<file path="src/rtl/mul_float_pkg.sv">
// -----------------------------------------------------------------------------
// mul_float_pkg
// Shared types and constants for the floating-point multiplier arbiter slice.
//   MUL_FLOAT_LATENCY  : default multiplier pipeline depth
//   mul_float_id_t     : requester id (0 or 1)
//   mul_float_result_t : packed multiplier result {sign, exp, fract, except}
//   mul_float_tag_t    : one tag-pipeline entry {valid, id}
// -----------------------------------------------------------------------------
package mul_float_pkg;

   localparam int MUL_FLOAT_LATENCY = 2;

   typedef logic mul_float_id_t;

   typedef struct packed {
      logic        sign;
      logic [9:0]  exp;
      logic [47:0] fract;
      logic [5:0]  except;
   } mul_float_result_t;

   typedef struct packed {
      logic          valid;
      mul_float_id_t id;
   } mul_float_tag_t;

endpackage

</file>
<file path="src/rtl/mul_float_tag_pipe.sv">
// -----------------------------------------------------------------------------
// mul_float_tag_pipe
// P_LATENCY-deep shift register of {valid, id} tags that tracks which requester
// owns each operation inside the multiplier. It advances on the same enable as
// the multiplier's pipeline registers, so the head entry always describes the
// result currently presented by the multiplier.
// Ports:
//   iCLOCK     : clock, rising edge
//   inRESET    : asynchronous active-low reset
//   clear      : synchronous clear, wins over enable
//   enable     : shift enable
//   push_valid : valid bit inserted at the tail
//   push_id    : requester id inserted at the tail
//   head_valid : valid bit of the oldest entry
//   head_id    : requester id of the oldest entry
// -----------------------------------------------------------------------------
module mul_float_tag_pipe
   import mul_float_pkg::*;
#(
   parameter int P_LATENCY = MUL_FLOAT_LATENCY
) (
   input  logic          iCLOCK,
   input  logic          inRESET,
   input  logic          clear,
   input  logic          enable,
   input  logic          push_valid,
   input  mul_float_id_t push_id,
   output logic          head_valid,
   output mul_float_id_t head_id
);

   mul_float_tag_t entry [P_LATENCY];

   always_ff @(posedge iCLOCK or negedge inRESET) begin
      if (!inRESET) begin
         for (int i = 0; i < P_LATENCY; i++) begin
            entry[i] <= '0;
         end
      end else if (clear) begin
         for (int i = 0; i < P_LATENCY; i++) begin
            entry[i] <= '0;
         end
      end else if (enable) begin
         entry[0] <= {push_valid, push_id};
         for (int i = 1; i < P_LATENCY; i++) begin
            entry[i] <= entry[i-1];
         end
      end
   end

   assign head_valid = entry[P_LATENCY-1].valid;
   assign head_id    = entry[P_LATENCY-1].id;

endmodule

</file>
<file path="src/rtl/mul_float_arb.sv">
// -----------------------------------------------------------------------------
// mul_float_arb
// Two-requester arbiter in front of a shared pipelined floating-point
// multiplier. Grants at most one requester per cycle, tags each accepted
// operation with its requester id, and routes returning results back to the
// owner. A busy consumer stalls the entire pipe (head-of-line blocking).
// Configuration macro:
//   MUL_FLOAT_ARB_RR_EN : defined -> round-robin contention policy with a 1-bit
//                         pointer; undefined -> requester 0 always wins.
// Ports:
//   iCLOCK, inRESET, iRESET_SYNC : clock, async active-low reset, sync clear
//   iREQ0/1, oBUSY0/1            : requester handshakes
//   iDATA0_A/B, iDATA1_A/B       : requester operands
//   oVALID0/1, iBUSY0/1          : result handshakes per requester
//   oRESULT                      : shared result bus (pass-through)
//   oMUL_REQ, iMUL_BUSY          : multiplier input handshake
//   oMUL_DATA_A/B                : multiplier operands
//   iMUL_VALID, oMUL_BUSY        : multiplier output handshake
//   iMUL_RESULT                  : multiplier result
//   oERR                         : sticky protocol error
// -----------------------------------------------------------------------------
module mul_float_arb
   import mul_float_pkg::*;
#(
   parameter int P_LATENCY = MUL_FLOAT_LATENCY
) (
   input  logic        iCLOCK,
   input  logic        inRESET,
   input  logic        iRESET_SYNC,
   input  logic        iREQ0,
   input  logic        iREQ1,
   output logic        oBUSY0,
   output logic        oBUSY1,
   input  logic [31:0] iDATA0_A,
   input  logic [31:0] iDATA0_B,
   input  logic [31:0] iDATA1_A,
   input  logic [31:0] iDATA1_B,
   output logic        oVALID0,
   output logic        oVALID1,
   input  logic        iBUSY0,
   input  logic        iBUSY1,
   output logic [64:0] oRESULT,
   output logic        oMUL_REQ,
   input  logic        iMUL_BUSY,
   output logic [31:0] oMUL_DATA_A,
   output logic [31:0] oMUL_DATA_B,
   input  logic        iMUL_VALID,
   output logic        oMUL_BUSY,
   input  logic [64:0] iMUL_RESULT,
   output logic        oERR
);

   localparam int MASK_W = $clog2(P_LATENCY + 1);

   logic          run;
   logic          stall;
   logic          grant0;
   logic          grant1;
   mul_float_id_t grant_id;
   logic          head_valid;
   mul_float_id_t head_id;
   logic          err;
   logic [MASK_W-1:0] mask_cnt;

`ifdef MUL_FLOAT_ARB_RR_EN
   mul_float_id_t rr_ptr;
`endif

   // Nothing is granted or delivered while either reset is asserted.
   assign run      = inRESET && !iRESET_SYNC;

   assign oMUL_BUSY = iMUL_VALID && (head_id ? iBUSY1 : iBUSY0);
   assign stall     = oMUL_BUSY || iMUL_BUSY;

   always_comb begin
      grant0 = 1'b0;
      grant1 = 1'b0;
      if (run && !stall) begin
         if (iREQ0 && iREQ1) begin
`ifdef MUL_FLOAT_ARB_RR_EN
            grant0 = !rr_ptr;
            grant1 = rr_ptr;
`else
            grant0 = 1'b1;
`endif
         end else begin
            grant0 = iREQ0;
            grant1 = iREQ1;
         end
      end
   end

   assign grant_id    = grant1;
   assign oBUSY0      = stall || !grant0;
   assign oBUSY1      = stall || !grant1;
   assign oMUL_REQ    = grant0 || grant1;
   assign oMUL_DATA_A = grant1 ? iDATA1_A : iDATA0_A;
   assign oMUL_DATA_B = grant1 ? iDATA1_B : iDATA0_B;

   mul_float_tag_pipe #(
      .P_LATENCY (P_LATENCY)
   ) u_tag_pipe (
      .iCLOCK     (iCLOCK),
      .inRESET    (inRESET),
      .clear      (iRESET_SYNC),
      .enable     (!stall),
      .push_valid (oMUL_REQ),
      .push_id    (grant_id),
      .head_valid (head_valid),
      .head_id    (head_id)
   );

   assign oVALID0 = run && iMUL_VALID && head_valid && (head_id == 1'b0);
   assign oVALID1 = run && iMUL_VALID && head_valid && (head_id == 1'b1);
   assign oRESULT = iMUL_RESULT;

`ifdef MUL_FLOAT_ARB_RR_EN
   // Pointer moves to the other requester after every accepted grant.
   always_ff @(posedge iCLOCK or negedge inRESET) begin
      if (!inRESET) begin
         rr_ptr <= 1'b0;
      end else if (iRESET_SYNC) begin
         rr_ptr <= 1'b0;
      end else if (oMUL_REQ) begin
         rr_ptr <= ~grant_id;
      end
   end
`endif

   // After a sync clear the multiplier may still emit results whose tags were
   // discarded; the mask hides those from the error check. It counts pipeline
   // advances, since stray results can only drain while the pipe moves.
   always_ff @(posedge iCLOCK or negedge inRESET) begin
      if (!inRESET) begin
         mask_cnt <= '0;
      end else if (iRESET_SYNC) begin
         mask_cnt <= MASK_W'(P_LATENCY);
      end else if (!stall && (mask_cnt != '0)) begin
         mask_cnt <= mask_cnt - MASK_W'(1);
      end
   end

   // Multiplier output valid must track the head tag whenever the pipe moves.
   always_ff @(posedge iCLOCK or negedge inRESET) begin
      if (!inRESET) begin
         err <= 1'b0;
      end else if (iRESET_SYNC) begin
         err <= 1'b0;
      end else if (!stall && (mask_cnt == '0) && (iMUL_VALID != head_valid)) begin
         err <= 1'b1;
      end
   end

   assign oERR = err;

endmodule

</file>
<file path="config.mk">
export PLATFORM = sky130hd
export DESIGN_NAME = mul_float_arb
export DESIGN_NICKNAME = d
export VERILOG_FILES = /design/src/rtl/mul_float_pkg.sv /design/src/rtl/mul_float_tag_pipe.sv /design/src/rtl/mul_float_arb.sv
export SDC_FILE = /design/constraint.sdc
export NUM_CORES = 1
export LEC_CHECK = 0
export ABC_AREA = 1
export CAP_MARGIN = 40
export CORE_AREA = 2 2 129 131
export DETAILED_ROUTE_END_ITERATION = 10
export DIE_AREA = 0 0 131 133
export PLACE_DENSITY = 0.49
export SETUP_SLACK_MARGIN = 0.05
export SLEW_MARGIN = 0
export SYNTH_ARGS = -nofsm -noshare
export SYNTH_HDL_FRONTEND = slang
export SYNTH_HIERARCHICAL = 1
export SYNTH_SLANG_ARGS = --single-unit
</file>
<file path="constraint.sdc">
create_clock -name iCLOCK -period 1.7 [get_ports iCLOCK]
set_clock_uncertainty 0.05 [all_clocks]
set_input_delay 0.255 -clock iCLOCK [delete_from_list [all_inputs] [get_ports iCLOCK]]
set_output_delay 0.255 -clock iCLOCK [all_outputs]
set_load 0.02 [all_outputs]
</file>
==> results of run 1 <==
==> area by class of cell <==
type / count / share of cell area [%]
Tap cell: 220 / 5.98
Sequential cell: 7 / 3.80
Multi-Input combinational cell: 232 / 27.6
Inverter: 18 / 1.47
Clock buffer: 4 / 1.71
Timing Repair Buffer: 249 / 59.5
==> sequential cells by signal (all words and copies together) (netlist names) <==
signal	flops
u_tag_pipe/head_id	1
mask_cnt	2
oERR	1
u_tag_pipe/head_valid	1
u_tag_pipe/entry	2
==> report_power, final <==
group,total [mW],switching [mW],internal (mW)
sequential,0.178,0.00365,0.174
clock,0.395,0.0837,0.312
combinational,0.949,0.388,0.560
total,1.52,0.476,1.05
==> timing repair <==
action                     CTS  global route
hold endpoints to repair     0             0
pin swaps                   23            17
setup endpoints to repair   71            72
setup buffers               14             3
resized for setup          492            61
gates cloned                 8             3
==> metrics by stage <==
step / hold WS [ns] / worst slack, ns / power, mW / std cells / area, um^2
3_5_place_dp: 0.410 / -0.906 / 0.998 / 699 / 3640
4_1_cts: 0.0172 / -0.388 / 1.49 / 725 / 4350
2_1_floorplan: -0.0906 / 0.109 / 0.668 / 336 / 1760
3_3_place_gp: 0.406 / -0.943 / 0.996 / 699 / 3640
5_1_grt: 0.0250 / -0.391 / 1.61 / 730 / 4610
6_report: 0.0171 / -0.306 / 1.52 / 730 / 4610
==> synthesized netlist by cell type <==
cell	instances	area share (%)
nor2_2	2	0.71
nand2_1	207	44
nand3_1	10	2.8
nor3_1	2	0.57
inv_2	2	0.43
nor2_1	5	1.1
clkbuf_1	1	0.21
buf_4	72	31
ha_1	1	0.71
buf_2	2	0.57
a21oi_1	1	0.28
buf_6	4	2.6
dfrtp_1	7	10
nand4_1	3	1.1
inv_1	16	3.4
nand3_2	1	0.57
==> per-layer routing <==
| metal | track usage, % | wire [um] | up-vias |
|---|---|---|---|
| met5 | 0 | 0 | - |
| met4 | 2.07 | 130 | 0 |
| met3 | 3.68 | 1140 | 16 |
| met2 | 18.0 | 5310 | 160 |
| met1 | 11.0 | 3790 | 1182 |
| li1 | - | - | 1281 |
==> critical path, cell delays in order (launching register included) <==
cell and delay, ns:
dfrtp_1 0.41, inv_2 0.09, nand2_2 0.05, nand3_2 0.08, nand3_2 0.09, nor2_4 0.15
buf_8 0.17, buf_12 0.17, nand2_2 0.07, nand2_2 0.08, buf_6 0.11
==> cell families (layout without fill, tap and decap cells) <==
logic type               count (synthesis)  in the layout  synth area share [%]
flip-flops                               7              7                  9.97
buffers and inverters                   97            271                  38.0
AND/OR/NAND/NOR                        230            230                  51.1
AO/OA/AOI/OAI                            1              1                 0.285
adder cells (fa/ha/maj)                  1              1                 0.712
==> layout by cell type (no fill, tap or decap), drive strengths merged, types with 2 or more instances in the layout <==
master	instances
nand3	11
dfrtp	7
inv	18
nor2	7
nand2	207
nand4	3
dlygate4sd2	5
buf	109
nor3	2
clkdlybuf4s50	130
dlymetal6s2s	2
clkbuf	7
==> path summary, 6_finish.rpt <==
| path | startpoint | endpoint |
|---|---|---|
| worst max-delay path | u_tag_pipe/head_id | oMUL_DATA_A[27] |
| worst min-delay path | inRESET | oERR |
| worst max register to register | u_tag_pipe/head_id | u_tag_pipe/entry[3] |
| worst min register to register | u_tag_pipe/entry[3] | u_tag_pipe/entry[3] |
| max in group asynchronous | inRESET | u_tag_pipe/head_valid |
| min in group iCLOCK | u_tag_pipe/entry[3] | u_tag_pipe/entry[3] |
==> impl_metrics.csv, run 1 <==
group,metric,value,unit
status,status,"complete, but fails checks",
status,violations,"setup timing",
clocking,worstSkewPairLatency,0.23,ns
timing,tightestPinTransition,0.271,ns
critical_path,r2r_cells,11,
finish,drive_gt1_share,40.6,%
drt,wl,10400,um
timing,fin_ws,-0.306,ns
drt,firstDrtPassIters,4,
floorplanning,rows,47,
finish,area.growth.synth_to_final,162,%
critical_path,critPathKind,"reg -> out",
critical_path,endpoint_kind,"primary output",
clocking,cts_tree,"built",
global_routing,grt_use_total,9.96,%
timing,hold_viol,0,
clocking,cts_root_buffer,"clkbuf_16",
synth,avgSynthCellArea,5.23,um^2
global_routing,antenna_found_initial,0,
global_routing,grt_max_degree,32,
clocking,htreeDepth,1,
floorplanning,die_area,17400,um^2
timing,maxSlewViolCount,0,
critical_path,arrival,1.70,ns
drt,via_per_inst,3.62,
power_and_ir_drop,p_leak,2.28,nW
drt,wl_per_cell,14.2,um
clocking,cts.sinks,7,
critical_path,worstPathMaxFanout,8,
clocking,numCtsBuffers,3,
finish,nNetsFinal,714,
placement,dpl.hpwl,6650,um
placement,gp_congestion,0.748,
synth,synth_cell_types,16,
critical_path,cp.required,1.39,ns
drt,drt_iter0_drc,69,
floorplanning,fp.dieW,131,um
clocking,hold_buffers,0,
global_routing,grt_overflow,0,
synth,yosys_warnings,6,
timing,relSlewSlack,81.9,%
timing,setup_viol,67,
global_routing,grt_pass1_vias,2564,
timing,finalCritPeriodShare,118,%
hold_path,hold_path_class,"in -> async",
global_routing,grt_pass1_wl,13500,um
finish,seq_area,175,um^2
critical_path,start_kind,"register",
finish,multi_input_area,1270,um^2
floorplanning,start_util,10.9,%
synth,seq_area_frac_synth,9.97,%
placement,portBuffers,207,
finish,n_fill_cell,1726,
timing,fmax,498,MHz
drt,num_vias,2639,
finish,final_util,28.5,%
clocking,clock_path_buffers,2,
critical_path,r2r_slack,0.08,ns
power_and_ir_drop,ir_worst_vdd,0.253,mV
floorplanning,io_pins,338,
synth,synth_cells,336,
drt,ant_nets,0,
synth,synth_seq_cells,7,
timing,period_needed,2.01,ns
finish,diodes,0,
synth,synth_area,1760,um^2
job,maxCapViolCount,0,
power_and_ir_drop,p_per_area,330,nW/um^2
floorplanning,fp.dieH,133,um
timing,fin_tns_setup,-17.61,ns
clocking,clkTransAtPathRegs,0.04,ns
floorplanning,core-area,16200,um^2
timing,rsz0062_at_grt,"yes",
drt,drc_errors,0,
synth,synth_nets,539,
(Power assumes the default switching activity.)
==> run 2, diff against run 1 <==
- CORE_AREA: 2 2 129 131 -> 2 2 131 133
- DIE_AREA: 0 0 131 133 -> 0 0 133 135
- PLACE_DENSITY: 0.49 -> 0.48
- RECOVER_POWER: unset -> 50
- SYNTH_HIERARCHICAL: 1 -> unset
==> run 2 against run 1 <==
Against the previous run: the flow still finishes with violations (setup timing); clock-buffer cell count shrank 1; total power grew 7.2%; register-to-register slack gained 0.09 ns; worst setup slack lost 0.0016 ns; synthesized cell count shrank 1.5%.
==> impl_metrics.csv, run 2 <==
group,metric,value,unit
synth,yosys_warnings,0,
power_and_ir_drop,p_per_area,346,nW/um^2
finish,drive_gt1_share,48.1,%
synth,seq_area_frac_synth,9.78,%
global_routing,grt_use_total,10.1,%
global_routing,antenna_found_initial,0,
synth,yosys.area.top_type_share,44.0,%
power_and_ir_drop,pwr-share-clk,24.8,%
finish,stdcell_count,717,
global_routing,grt_pass1_wl,14200,um
global_routing,grt_overflow,0,
timing,maxSlewViolCount,0,
synth,synth_seq_cells,7,
floorplanning,fp.dieW,133,um
finish,nNetsFinal,701,
floorplanning,fp.dieH,135,um
status,violations,"setup timing",
drt,ant_nets,0,
clocking,worstSkewPairLatency,0.23,ns
clocking,cts_tree,"built",
timing,fin_ws,-0.308,ns
power_and_ir_drop,p_total,1.63,mW
synth,yosys-top-cells-count,"nand2_1, buf_4, inv_1",
finish,n_fill_cell,1702,
critical_path,arrival,1.70,ns
timing,period_needed,2.01,ns
clocking,cts_root_buffer,"clkbuf_16",
critical_path,endpoint_kind,"primary output",
timing,tightestPinTransition,0.409,ns
critical_path,cp.required,1.39,ns
synth,synthTopCellsByArea,"nand2_1, buf_4, dfrtp_1, buf_6, inv_1",
critical_path,critPathKind,"reg -> out",
timing,rsz0062_at_grt,"yes",
placement,place_area,3660,um^2
placement,gp_congestion,0.781,
power_and_ir_drop,ir_worst_vdd,0.235,mV
placement,place_worst_setup_slack,-0.839,ns
floorplanning,die_area,18000,um^2
drt,drt_iter0_drc,66,
power_and_ir_drop,switching_power,0.538,mW
power_and_ir_drop,p_leak,2.18,nW
status,status,"complete, but fails checks",
clocking,htreeDepth,1,
critical_path,worstPathMaxFanout,8,
clocking,numCtsBuffers,3,
synth,synth_enable_flop_cells,0,
placement,dp.cells,693,
drt,drc_errors,0,
synth,async_flop_share,100,%
synth,synth_cells,331,
drt,firstDrtPassIters,4,
clocking,clock_path_buffers,2,
timing,hold_slack,0.151,ns
placement,portBuffers,207,
synth,yosysMostFrequentCell,"nand2_1",
global_routing,grt_max_degree,33,
clocking,cts.sinks,7,
power_and_ir_drop,power_frac_comb,63.5,%
power_and_ir_drop,p_seq_share,11.7,%
timing,finalCritPeriodShare,118,%
global_routing,grt_pass1_vias,2611,
synth,synth_ff_type,"dfrtp_1",
drt,via_per_inst,3.72,
critical_path,r2r_slack,0.17,ns
hold_path,hold_path_class,"in -> async",
critical_path,start_kind,"register",
timing,fmax,498,MHz
floorplanning,rows,47,
floorplanning,io_pins,338,
finish,final_cell_mix,"clkdlybuf4s50_1, nand2_1, nand2_2",
drt,num_vias,2666,
placement,dpl.hpwl,7170,um
finish,stdcell_area,4710,um^2
timing,fin_tns_setup,-15.29,ns
drt,wl,10800,um
finish,area.growth.synth_to_final,163,%
power_and_ir_drop,p_int,1.09,mW
synth,synth_cell_types,18,
job,maxCapViolCount,0,
synth,synth_nets,534,
synth,avgSynthCellArea,5.41,um^2
finish,final_util,28.7,%
synth,synth_area,1790,um^2
clocking,clkTransAtPathRegs,0.04,ns
timing,setup_viol,67,
floorplanning,core-area,16400,um^2
finish,largestRegisters,"mask_cnt x2, u_tag_pipe.entry x2",
finish,mostFrequentLayoutCell,"clkdlybuf4s50_1",
finish,diodes,0,
power_and_ir_drop,swShare,33.0,%
timing,relSlewSlack,72.7,%
drt,wl_per_cell,15.0,um
timing,hold_viol,0,
synth,synth_top_area_cell,"nand2_1",
floorplanning,start_util,10.9,%
## run 2: cell types whose count changed after synthesis, sizes merged, moves of 2 or more
cell / previous run / this run
nand3: 11 / 6
nand2: 207 / 211
o21ai: 0 / 4
inv: 18 / 15
nor2: 7 / 4
nor3: 2 / 0
nor4: 0 / 2
## run 2: cell type report
cell class | count | area (um^2) | share of cell area [%]
clock buffers | 3 | 75.1 | 1.59
clock inverters | 1 | 5.00 | 0.106
inverters | 15 | 58.8 | 1.25
multi-input cells | 231 | 1510 | 32.0
flip-flops and latches | 7 | 175 | 3.72
well taps | 220 | 275 | 5.85
repair buffers | 240 | 2610 | 55.5
## run 2: timing repair
item / CTS / global route
resized for setup: 451 / 163
hold buffers: 0 / 0
cloned: 6 / 3
pin swaps: 18 / 45
buffers inserted: 13 / 6
setup endpoints to repair: 70 / 71
## run 2: cells by family after synthesis
logic type	Yosys count	synth area share, %
adders and majority gates	1	0.698
and+or+nand+nor	226	50.6
buffers and inverters	93	37.8
DFF	7	9.78
AOI/OAI and AO/OA	4	1.12
## run 2: critical path, stage by stage, from the launching register on
cell	delay, ns
dfrtp_1	0.40
inv_2	0.08
nand2_2	0.06
nand3_4	0.07
nand3_4	0.10
nor2_8	0.18
buf_12	0.14
buf_16	0.13
buf_6	0.10
nand2_2	0.04
nand2_2	0.06
buf_6	0.11
## run 2: power by group through the flow
stage               Combinational (mW)  Sequential [mW]  Clock, mW
floorplan                        0.514            0.194          0
global placement                 0.854            0.192          0
detailed placement               0.857            0.193          0
CTS                              0.920            0.191      0.411
global route                      1.10            0.193      0.420
finish                            1.04            0.191      0.404
## run 2: layer usage
metal / vias to the layer above / share of wire (%) / global-route usage, %
met5: - / 0 / 0
met4: 0 / 3.6 / 3.05
met3: 37 / 11 / 4.32
met2: 183 / 51 / 18.4
li1: 1260 / - / -
met1: 1186 / 34 / 10.4
## run 2: final timing paths
kind	cells past startpoint	endpoint	start
min in group iCLOCK	2	u_tag_pipe.head_valid	u_tag_pipe.entry[3]
hold / removal	2	u_tag_pipe.entry[3]	inRESET
setup reg to reg	12	u_tag_pipe.entry[3]	u_tag_pipe.head_id
max in group asynchronous	2	mask_cnt[0]	inRESET
setup / recovery	11	oMUL_DATA_A[29]	u_tag_pipe.head_id
hold reg to reg	2	u_tag_pipe.head_valid	u_tag_pipe.entry[3]
